--- src/rtl/qq_pkg.sv ---
// Shared types for the quick_queue_param priority queue: the cell entry
// record at default widths and the per-cycle operation code.
package qq_pkg;

  localparam int unsigned QQ_KEY_W  = 32;
  localparam int unsigned QQ_DATA_W = 32;

  // Operation applied to the whole cell array in one cycle.
  typedef enum logic [1:0] {
    OP_NONE = 2'd0,
    OP_ENQ  = 2'd1,
    OP_DEQ  = 2'd2,
    OP_REPL = 2'd3
  } op_e;

  // One stored entry; invalid entries are kept all-zero.
  typedef struct packed {
    logic                 valid;
    logic [QQ_KEY_W-1:0]  key;
    logic [QQ_DATA_W-1:0] data;
  } entry_t;

endpackage

--- src/rtl/qq_cell.sv ---
// One storage cell of the shift-array priority queue. The top decides where
// the new entry lands; the cell only picks between hold, new, left and right.
module qq_cell
  import qq_pkg::*;
#(
  parameter type ent_t = entry_t
) (
  input  logic clk,
  input  logic rst,
  input  op_e  i_op,
  input  ent_t i_left,
  input  ent_t i_right,
  input  ent_t i_new,
  input  logic i_ins_here,
  input  logic i_shift,
  output ent_t o_ent
);

  ent_t r_ent;

  // Next entry: enq shifts up (take left), deq and replace shift down (take right).
  always_ff @(posedge clk) begin
    if (rst) begin
      r_ent <= '0;
    end else begin
      case (i_op)
        OP_DEQ: r_ent <= i_right;
        OP_ENQ: begin
          if (i_ins_here) r_ent <= i_new;
          else if (i_shift) r_ent <= i_left;
        end
        OP_REPL: begin
          if (i_ins_here) r_ent <= i_new;
          else if (i_shift) r_ent <= i_right;
        end
        default: ;
      endcase
    end
  end

  assign o_ent = r_ent;

endmodule

--- src/rtl/quick_queue_param.sv ---
// Parametrised shift-array priority queue (min-key first, FIFO among equal
// keys). Optional sticky overflow/underflow flags are built when the macro
// QQ_ERR_FLAGS_EN is defined.
module quick_queue_param
  import qq_pkg::*;
#(
  parameter int unsigned KEY_W  = QQ_KEY_W,
  parameter int unsigned DATA_W = QQ_DATA_W,
  parameter int unsigned DEPTH  = 16,
  parameter int unsigned CNT_W  = $clog2(DEPTH + 1)
) (
  input  logic              clk,
  input  logic              rst,
  input  logic              enq,
  input  logic              deq,
  input  logic [7:0]        array_size,
  input  logic [KEY_W-1:0]  key_i,
  input  logic [DATA_W-1:0] data_i,
  output logic [KEY_W-1:0]  key_o,
  output logic [DATA_W-1:0] data_o,
  output logic              valid_o,
  output logic              empty,
  output logic              full,
  output logic [CNT_W-1:0]  count
`ifdef QQ_ERR_FLAGS_EN
  ,
  output logic              overflow,
  output logic              underflow
`endif
);

  typedef struct packed {
    logic              valid;
    logic [KEY_W-1:0]  key;
    logic [DATA_W-1:0] data;
  } cell_t;

  cell_t            w_cell [DEPTH];
  cell_t            w_new;
  op_e              w_op;
  logic [31:0]      w_cap;
  logic             w_at_cap;
  logic [DEPTH-1:0] w_gt;
  logic [CNT_W-1:0] w_pos;
  logic [CNT_W-1:0] w_ins_pos;
  logic [DEPTH-1:0] w_ins_here;
  logic [DEPTH-1:0] w_shift;
  logic [CNT_W-1:0] w_count_d;
  logic [CNT_W-1:0] r_count;
  logic             r_full;
  logic             r_empty;

  assign w_new = '{valid: 1'b1, key: key_i, data: data_i};

  // Effective capacity min(array_size, DEPTH); compared live so a runtime
  // lowering of array_size blocks inserts immediately.
  assign w_cap    = (32'(array_size) >= DEPTH) ? DEPTH : 32'(array_size);
  assign w_at_cap = 32'(r_count) >= w_cap;

  // Op decode: deq on empty is ignored, plain enq at capacity is dropped.
  always_comb begin
    w_op = OP_NONE;
    if (deq && !r_empty) begin
      w_op = enq ? OP_REPL : OP_DEQ;
    end else if (enq && !w_at_cap) begin
      w_op = OP_ENQ;
    end
  end

  // Parallel compare; on replace the outgoing head takes no part.
  always_comb begin
    w_gt = '0;
    for (int i = 0; i < int'(DEPTH); i++) begin
      w_gt[i] = w_cell[i].valid && (w_cell[i].key > key_i) && !(i == 0 && w_op == OP_REPL);
    end
  end

  // First strictly-greater cell, or the end of the list when none.
  always_comb begin
    w_pos = r_count;
    for (int i = int'(DEPTH) - 1; i >= 0; i--) begin
      if (w_gt[i]) w_pos = CNT_W'(i);
    end
  end

  // Replace lands one slot lower because everything below shifts toward the head.
  always_comb begin
    w_ins_pos = (w_op == OP_REPL) ? (w_pos - CNT_W'(1)) : w_pos;
    for (int i = 0; i < int'(DEPTH); i++) begin
      w_ins_here[i] = (w_ins_pos == CNT_W'(i));
      w_shift[i]    = (w_op == OP_REPL) ? (CNT_W'(i) < w_ins_pos) : (CNT_W'(i) > w_ins_pos);
    end
  end

  for (genvar g = 0; g < int'(DEPTH); g++) begin : g_cell
    cell_t w_left;
    cell_t w_right;

    if (g == 0) begin : g_head
      assign w_left = '0;
    end else begin : g_body
      assign w_left = w_cell[g-1];
    end

    if (g == int'(DEPTH) - 1) begin : g_top
      assign w_right = '0;
    end else begin : g_below
      assign w_right = w_cell[g+1];
    end

    qq_cell #(
      .ent_t (cell_t)
    ) u_cell (
      .clk        (clk),
      .rst        (rst),
      .i_op       (w_op),
      .i_left     (w_left),
      .i_right    (w_right),
      .i_new      (w_new),
      .i_ins_here (w_ins_here[g]),
      .i_shift    (w_shift[g]),
      .o_ent      (w_cell[g])
    );
  end

  // Next occupancy; replace keeps the count.
  always_comb begin
    case (w_op)
      OP_ENQ:  w_count_d = r_count + CNT_W'(1);
      OP_DEQ:  w_count_d = r_count - CNT_W'(1);
      default: w_count_d = r_count;
    endcase
  end

  // Count and status flags registered together with the cells.
  always_ff @(posedge clk) begin
    if (rst) begin
      r_count <= '0;
      r_empty <= 1'b1;
      r_full  <= (w_cap == 32'd0);
    end else begin
      r_count <= w_count_d;
      r_empty <= (w_count_d == '0);
      r_full  <= (32'(w_count_d) >= w_cap);
    end
  end

  assign key_o   = w_cell[0].key;
  assign data_o  = w_cell[0].data;
  assign valid_o = w_cell[0].valid;
  assign empty   = r_empty;
  assign full    = r_full;
  assign count   = r_count;

`ifdef QQ_ERR_FLAGS_EN
  logic w_drop;
  logic w_ignore;
  logic r_overflow;
  logic r_underflow;

  assign w_drop   = enq && !(deq && !r_empty) && w_at_cap;
  assign w_ignore = deq && r_empty;

  // Sticky error flags, cleared only by reset.
  always_ff @(posedge clk) begin
    if (rst) begin
      r_overflow  <= 1'b0;
      r_underflow <= 1'b0;
    end else begin
      if (w_drop)   r_overflow  <= 1'b1;
      if (w_ignore) r_underflow <= 1'b1;
    end
  end

  assign overflow  = r_overflow;
  assign underflow = r_underflow;
`endif

endmodule
--- config.mk ---
export PLATFORM = sky130hd
export DESIGN_NAME = quick_queue_param
export DESIGN_NICKNAME = d
export VERILOG_FILES = /design/src/rtl/qq_pkg.sv /design/src/rtl/qq_cell.sv /design/src/rtl/quick_queue_param.sv
export SDC_FILE = /design/constraint.sdc
export NUM_CORES = 2
export LEC_CHECK = 0
export BUFFER_PORTS_ARGS = -buffer_cell sky130_fd_sc_hd__buf_2
export CAP_MARGIN = 20
export CELL_PAD_IN_SITES_DETAIL_PLACEMENT = 0
export CELL_PAD_IN_SITES_GLOBAL_PLACEMENT = 1
export CORE_ASPECT_RATIO = 0.9
export CORE_UTILIZATION = 49
export CTS_CLUSTER_DIAMETER = 200
export CTS_CLUSTER_SIZE = 20
export DETAILED_ROUTE_END_ITERATION = 8
export PLACE_DENSITY = 0.87
export SYNTH_ARGS = -nofsm -noshare
export SYNTH_HDL_FRONTEND = slang
export SYNTH_SLANG_ARGS = --single-unit
--- constraint.sdc ---
create_clock -name clk -period 5.9 [get_ports clk]
set_input_delay 0 -clock clk [delete_from_list [all_inputs] [get_ports clk]]
set_output_delay 0 -clock clk [all_outputs]
set_load 0.005 [all_outputs]
# Word-level counts from Yosys, hierarchy flattened
# Index checks and enable logic that the tools add are counted.
# totals
word_cells	316
regBits	1047
output_inout_bits	72
# classes
n_eq_ne	50
n_reduce_logical	42
muxes	119
addsub	3
magnitude_cmp	51
# ops
operator	count
two-way mux 65 bit	64
one-hot mux 65 bit (3 select lines)	16
greater-than comparator 32 bit	16
inequality test 3 x 1 -> 1 bit (second input constant)	32
two-way mux 5 bit	17
AND reduction 3 bit	16
== test 5 x 4 -> 1 bit (second input constant)	8
greater-than comparator 4 x 5 -> 1 bit (first input constant)	8
< comparator 4 x 5 -> 1 bit (first input constant)	8
zero test 32 bit	1
== test 5 x 3 -> 1 bit (second input constant)	4
greater-than comparator 3 x 5 -> 1 bit (first input constant)	4
< comparator 3 x 5 -> 1 bit (first input constant)	4
logical AND 1 bit	19
two-way mux 1 bit	19
greater-or-equal comparator 5 x 8 -> 1 bit	2
== test 5 x 2 -> 1 bit (second input constant)	2
greater-than comparator 1 x 5 -> 1 bit (first input constant)	2
greater-than comparator 2 x 5 -> 1 bit (first input constant)	2
zero test 5 bit	2
< comparator 1 x 5 -> 1 bit (first input constant)	2
< comparator 2 x 5 -> 1 bit (first input constant)	2
one-hot mux 5 bit (2 select lines)	1
subtractor 5 x 1 -> 5 bit (second input constant)	2
other kinds (9)	12

# Depth between registers and ports, before layout
# logic_depth
word_depth	25
mapped_depth	27
ltp_nobuf	22

# Modules after synthesis
# A second synthesis with hierarchy kept.
# hier_totals
hier_cells	10104
hier_area_um2	78826.9
# by_module_without_submodules
mod	cells_each	area_each_um2	instances
qq_cell	532	4116.4	16
quick_queue_param	1592	12963.7	1

# Worst setup path after synthesis
# OpenSTA, ideal clock, no wires.
# synth_path
kind	input -> register
start	input port key_i[14]
end	register g_cell[8].u_cell.r_ent, in the netlist g_cell[8].u_cell.o_ent[28]
setup_time_ns	0.071
t_required_ns	5.829
slack_ns	0.439
arrival_time_ns	5.390
path_stages	24
path_cell_list	clkbuf_1 inv_1 ha_1 nand4_1 or3_1 or4_1 o211a_2 a311o_1 a41o_1 nor2b_1 buf_4 inv_1 ha_1 nand2_1 or4_1 o21ai_0 a31o_2 nor2_2 nand2_1 o41ai_4 buf_6 o22ai_1 or3_1 a21oi_1
# synth_between
elab_chain_cells	24
word_cells_on_any_way	61
classes_between	add/sub (1); order compare (18); eq/ne (3); mux (21); reduce/logical (18)
# synth_rtl
element	line	rtl
start, declared	quick_queue_param.sv:17	input logic [KEY_W-1:0] key_i,
greater-than comparator 32 bit	quick_queue_param.sv:74	w_gt[i] = w_cell[i].valid && (w_cell[i].key > key_i) && !(i == 0 && w_op == OP_REPL);
logical AND 1 bit	quick_queue_param.sv:74	
two-way mux 5 bit (15 in series)	quick_queue_param.sv:82	if (w_gt[i]) w_pos = CNT_W'(i);
two-way mux 5 bit (*)	quick_queue_param.sv:82	
subtractor 5 x 1 -> 5 bit	quick_queue_param.sv:88	w_ins_pos = (w_op == OP_REPL) ? (w_pos - CNT_W'(1)) : w_pos;
two-way mux 5 bit (*)	quick_queue_param.sv:88	
greater-than comparator 4 x 5 -> 1 bit or < comparator 4 x 5 -> 1 bit (tied branches)	quick_queue_param.sv:91	w_shift[i] = (w_op == OP_REPL) ? (CNT_W'(i) < w_ins_pos) : (CNT_W'(i) > w_ins_pos);
two-way mux 1 bit	quick_queue_param.sv:91	
inequality test 3 x 1 -> 1 bit (no line)	-	
AND reduction 3 bit (no line)	-	
end signal, assigned	qq_cell.sv:30	else if (i_shift) r_ent <= i_left;
end signal, assigned	qq_cell.sv:33	if (i_ins_here) r_ent <= i_new;
end signal, assigned	qq_cell.sv:34	else if (i_shift) r_ent <= i_right;
end, declared	qq_cell.sv:19	ent_t r_ent;
# Mark *: on every way between the ends. The rest lies on a longest branch, timed or not.
# A chain may end at the register's enable or synchronous reset.

# Worst setup path in the final report
# layout_path
start	register g_cell[0].u_cell.r_ent, in the netlist g_cell[0].u_cell.o_ent[47]
end	register g_cell[14].u_cell.r_ent, in the netlist g_cell[14].u_cell.o_ent[24]
# layout_between
elab_chain_cells	10
word_cells_on_any_way	16
classes_between	add/sub (1); order compare (3); eq/ne (3); mux (6); reduce/logical (3)
# layout_rtl
element	line	rtl
start, declared	qq_cell.sv:19	
start signal, assigned	qq_cell.sv:27	OP_DEQ: r_ent <= i_right;
start signal, assigned	qq_cell.sv:29	if (i_ins_here) r_ent <= i_new;
start signal, assigned	qq_cell.sv:30	
greater-than comparator 32 bit (*)	quick_queue_param.sv:74	
logical AND 1 bit (*) (2 in series)	quick_queue_param.sv:74	
two-way mux 5 bit (*)	quick_queue_param.sv:82	
subtractor 5 x 1 -> 5 bit	quick_queue_param.sv:88	
two-way mux 5 bit (*)	quick_queue_param.sv:88	
greater-than comparator 4 x 5 -> 1 bit or < comparator 4 x 5 -> 1 bit (tied branches)	quick_queue_param.sv:91	
two-way mux 1 bit	quick_queue_param.sv:91	
inequality test 3 x 1 -> 1 bit (no line)	-	
AND reduction 3 bit (no line)	-	
end signal, assigned	qq_cell.sv:30	
end signal, assigned	qq_cell.sv:33	
end signal, assigned	qq_cell.sv:34	
end, declared	qq_cell.sv:19	
# Marked as above.

==> out/results.ini <==
[global_routing]
grt_pass1_wl_um = 392300
vias_in_the_first_global_route = 62208
grt_remaining_overflow = 0
grt_max_degree = 182
groute.usage.overall_pct = 37.93
antenna_found_initial = 5

[worst_hold_path]
timing.hold.worst_endpoint = g_cell[15].u_cell.o_ent[61]$_SDFFE_PP0P_
hold_path_depth = 5
hold_path.startpoint = key_i[29]
min_path_type = in -> reg

[drt]
finalWirelength_um = 259300
drt_first_iter_violations = 10126
drc = 10
antenna_left = 0
detailedRoute.firstPassIterationCount = 9
vias = 67220
route.detailed.vias_per_inst = 7.085
wl_per_cell_um = 27.33

[worst_setup_path]
crit_required_ns = 6.49
path_class = reg -> reg
number_of_cell_instances_on_the_worst_register_to_register_path = 24
worstPathArrival_ns = 6.42
critical-path-slowest-cell = sky130_fd_sc_hd__o41ai_1
regToRegSetupSlack_ns = 0.06
timing.critical_path.fanout_max = 37
critical_path.max_stage_delay_ns = 0.82
cell_by_cell_trace_of_the_critical_path = ha_1 -> nand4_1 -> or2_2 -> a211oi_1 -> o41ai_1 -> a31o_2 -> nand2_1 -> a41o_1 -> nor2b_4 -> inv_1 -> ha_1 -> nand2_1 -> or4_1 -> o21ai_0 -> a31oi_1 -> nand4_1 -> a211oi_1 -> buf_4 -> a31oi_1 -> o22ai_1 -> buf_6 -> nor2_4 -> buf_12 -> o2bb2ai_1
r2r-end = g_cell[14].u_cell.o_ent[24]$_SDFFE_PP0P_
cp-end-kind = register
worst_r2r_startpoint = g_cell[0].u_cell.o_ent[47]$_SDFFE_PP0P_
cp-start-kind = register

[placement]
numPlacedInstances = 9342
detailed_place_hpwl_um = 184500
place_ws_ns = -0.3659
area_after_detailed_placement_um2 = 69780
buffer_ports.inserted = 147
finalWeightedCongestion = 1.023

[clocking]
clkSlewWorstSetupHoldPaths_ns = 0.09
inserted_clock_buffers = 58
clock_path_buffers = 3
cts_max_level = 2
clockRootBuffer = sky130_fd_sc_hd__clkbuf_16
cts_tree = yes
clkSinkCount = 1047
worst_skew_late_latency_ns = 0.74

[floorplan]
rows = 124
die-height_um = 343.3
fp.coreArea_um2 = 127700
design.die.area_um2 = 130900
initial_utilization_pct = 49.68
ports_placed_on_the_boundary = 148
die_x_um = 381.3

[sta]
final_cycle_share_pct = 98.91
rsz0062_at_grt = yes
final.min_clock_period_ns = 5.836
finalMaxSlewViolations = 0
achievable-frequency_mhz = 171.4
worst_slew_margin_rel_pct = 20.91
fin_skew_ns = 0.03781
finalHoldViolCount = 0
final_critical_path_setup_slack_ns = 0.06441
hold-worst-slack_ns = 0.03735
setup_tns_ns = 0
worst-slew-pin-transition_ns = 1.186
setup_viol = 0

[cells_and_area]
drive_gt1_share_pct = 11.50
area_growth_syn_to_layout_pct = 14.02
final_core_utilization_pct = 56.64
final_cell_count_no_fill = 9487
final_design_area_no_fill_um2 = 72330
nets = 8386
filler_cell_count = 11545

[power_and_ir_drop]
leakagePower_nw = 26.82
p_total_mw = 36.03
powerDensity_nw_per_um2 = 498.1
vdd_ir_drop_max_mv = 0.4030

[yosys]
synth_ff_type = sky130_fd_sc_hd__dfxtp_1
yosysSeqAreaShare_pct = 33.04
netlist_area_um2 = 63440
synthDistinctLibCells = 86
postSynthAreaPerCell_um2 = 8.202
ys_ff_latch = 1047
syn-instance-count = 7734
synth_edf_count = 0
synthesis.yosys.warnings = 0
synth.net_count = 8337
async_reset_ff_share_pct = 0

[run_status]
status = complete, but fails checks
failed_checks = design-rule violations

[flow_run]
maxCapViolCount = 0

## registers in the layout, indices dropped and copies added (netlist names)
name,flops
g_cell.u_cell.o_ent,1040
count,5
empty,1
full,1
## area by class of cell
type	count	area, um2	area share (%)
Multi-Input combinational cell	5795	39590	54.73
Sequential cell	1047	20960	28.98
Timing Repair Buffer	787	7787	10.77
Tap cell	1701	2128	2.943
Clock buffer	58	1451	2.007
Inverter	94	360.3	0.4982
Clock inverter	4	50.05	0.06920
Antenna cell	1	2.502	0.003460
## report_power, final
part / internal (mW) / leakage (nW) / switching [mW]
combinational: 7.68 / 17.5 / 11.7
sequential: 9.48 / 8.59 / 2.78
clock: 1.76 / 0.738 / 2.60
total: 18.9 / 26.8 / 17.1
## how the worst max path moves through the flow
stage          slack (ns)                                        to                                     start  depth (start not counted)
2_1_floorplan        0.44   g_cell[8].u_cell.o_ent[28]$_SDFFE_PP0P_                                 key_i[14]                         24
3_3_place_gp        -0.30  g_cell[10].u_cell.o_ent[15]$_SDFFE_PP0P_                                 key_i[29]                         25
3_5_place_dp        -0.37  g_cell[10].u_cell.o_ent[27]$_SDFFE_PP0P_                                 key_i[27]                         25
4_1_cts              0.04   g_cell[13].u_cell.o_ent[4]$_SDFFE_PP0P_  g_cell[10].u_cell.o_ent[63]$_SDFFE_PP0P_                         22
5_1_grt             -0.03  g_cell[14].u_cell.o_ent[15]$_SDFFE_PP0P_  g_cell[13].u_cell.o_ent[45]$_SDFFE_PP0P_                         21
6_report             0.06  g_cell[14].u_cell.o_ent[24]$_SDFFE_PP0P_   g_cell[0].u_cell.o_ent[47]$_SDFFE_PP0P_                         24
## cells by family (layout without fill, tap and decap cells)
kind of cell / Yosys count / in the layout / synth area share [%]
AOI/OAI and AO/OA: 2821 / 2821 / 33.54
and+or+nand+nor: 2404 / 2404 / 16.71
DFF: 1047 / 1047 / 33.04
buffers and inverters: 892 / 943 / 5.629
adders and majority gates: 527 / 527 / 10.41
muxes: 39 / 39 / 0.6173
xor gates and xnor gates: 4 / 4 / 0.05522
other: 0 / 1 / 0
## per-layer routing
metal | up-vias | share of wire [%] | track usage, %
met5 | - | 0.0050 | 0
met3 | 489 | 13 | 10.14
met1 | 32484 | 42 | 53.93
li1 | 30207 | - | -
met4 | 2 | 2.9 | 11.86
met2 | 4038 | 42 | 55.38
## cell usage in the layout (no fill, tap or decap), drive strengths merged, types with 23 or more instances in the layout
| cell type | instances |
|---|---|
| dlygate4sd3 | 70 |
| o22ai | 71 |
| nand2 | 611 |
| a221oi | 140 |
| o2bb2ai | 256 |
| nand3b | 68 |
| a21oi | 378 |
| nor3 | 184 |
| mux2i | 38 |
| ha | 526 |
| o211ai | 28 |
| nand4 | 118 |
| a211oi | 301 |
| a21o | 40 |
| inv | 94 |
| buf | 716 |
| a311oi | 319 |
| o221ai | 40 |
| a31oi | 153 |
| a22o | 98 |
| nand3 | 209 |
| a222oi | 255 |
| clkbuf | 59 |
| nor4 | 23 |
| a22oi | 295 |
| dfxtp | 1047 |
| or3 | 67 |
| o21ai | 246 |
| nor2 | 1042 |
| o31ai | 75 |
## critical path, delay by kind of cell, from the launching register on
kind / cells / cell delay, ns
flip-flops: 1 / 0.51
AO/OA/AOI/OAI: 10 / 2.69
adder cells (fa/ha/maj): 2 / 0.53
AND/OR/NAND/NOR: 8 / 1.21
buffers and inverters: 4 / 0.69
## repair_timing
action | CTS | global route
hold endpoints to repair | 770 | 0
hold buffers | 70 | 0
setup endpoints to repair | 694 | 911
cloned | 0 | 1
pin swaps | 0 | 13
resized for setup | 5 | 46
buffers inserted | 0 | 11
## cells in the mapped netlist, drive strengths merged, types with 17 or more instances
master / count / area [um2]
dfxtp: 1047 / 20960
nor2: 1042 / 3924
clkbuf: 626 / 2350
nand2: 611 / 2293
ha: 526 / 6581
a21oi: 378 / 1896
a311oi: 319 / 2794
a211oi: 301 / 2260
a22oi: 295 / 2215
o2bb2ai: 256 / 2242
a222oi: 255 / 2552
o21ai: 246 / 1239
nand3: 209 / 1046
nor3: 184 / 950.9
buf: 172 / 868.3
a31oi: 153 / 969.7
a221oi: 140 / 1226
nand4: 118 / 738.2
a22o: 98 / 858.3
inv: 94 / 352.8
o31ai: 75 / 568.0
o22ai: 71 / 444.2
nand3b: 68 / 510.5
or3: 67 / 419.2
a21o: 40 / 300.3
o221ai: 40 / 350.3
mux2i: 38 / 380.4
o211ai: 28 / 210.2
nor4: 23 / 165.2
a211o: 20 / 175.2
nor2b: 20 / 125.1
nand2b: 17 / 106.4
or4: 17 / 127.6
Power figures use the tool's default switching activity.
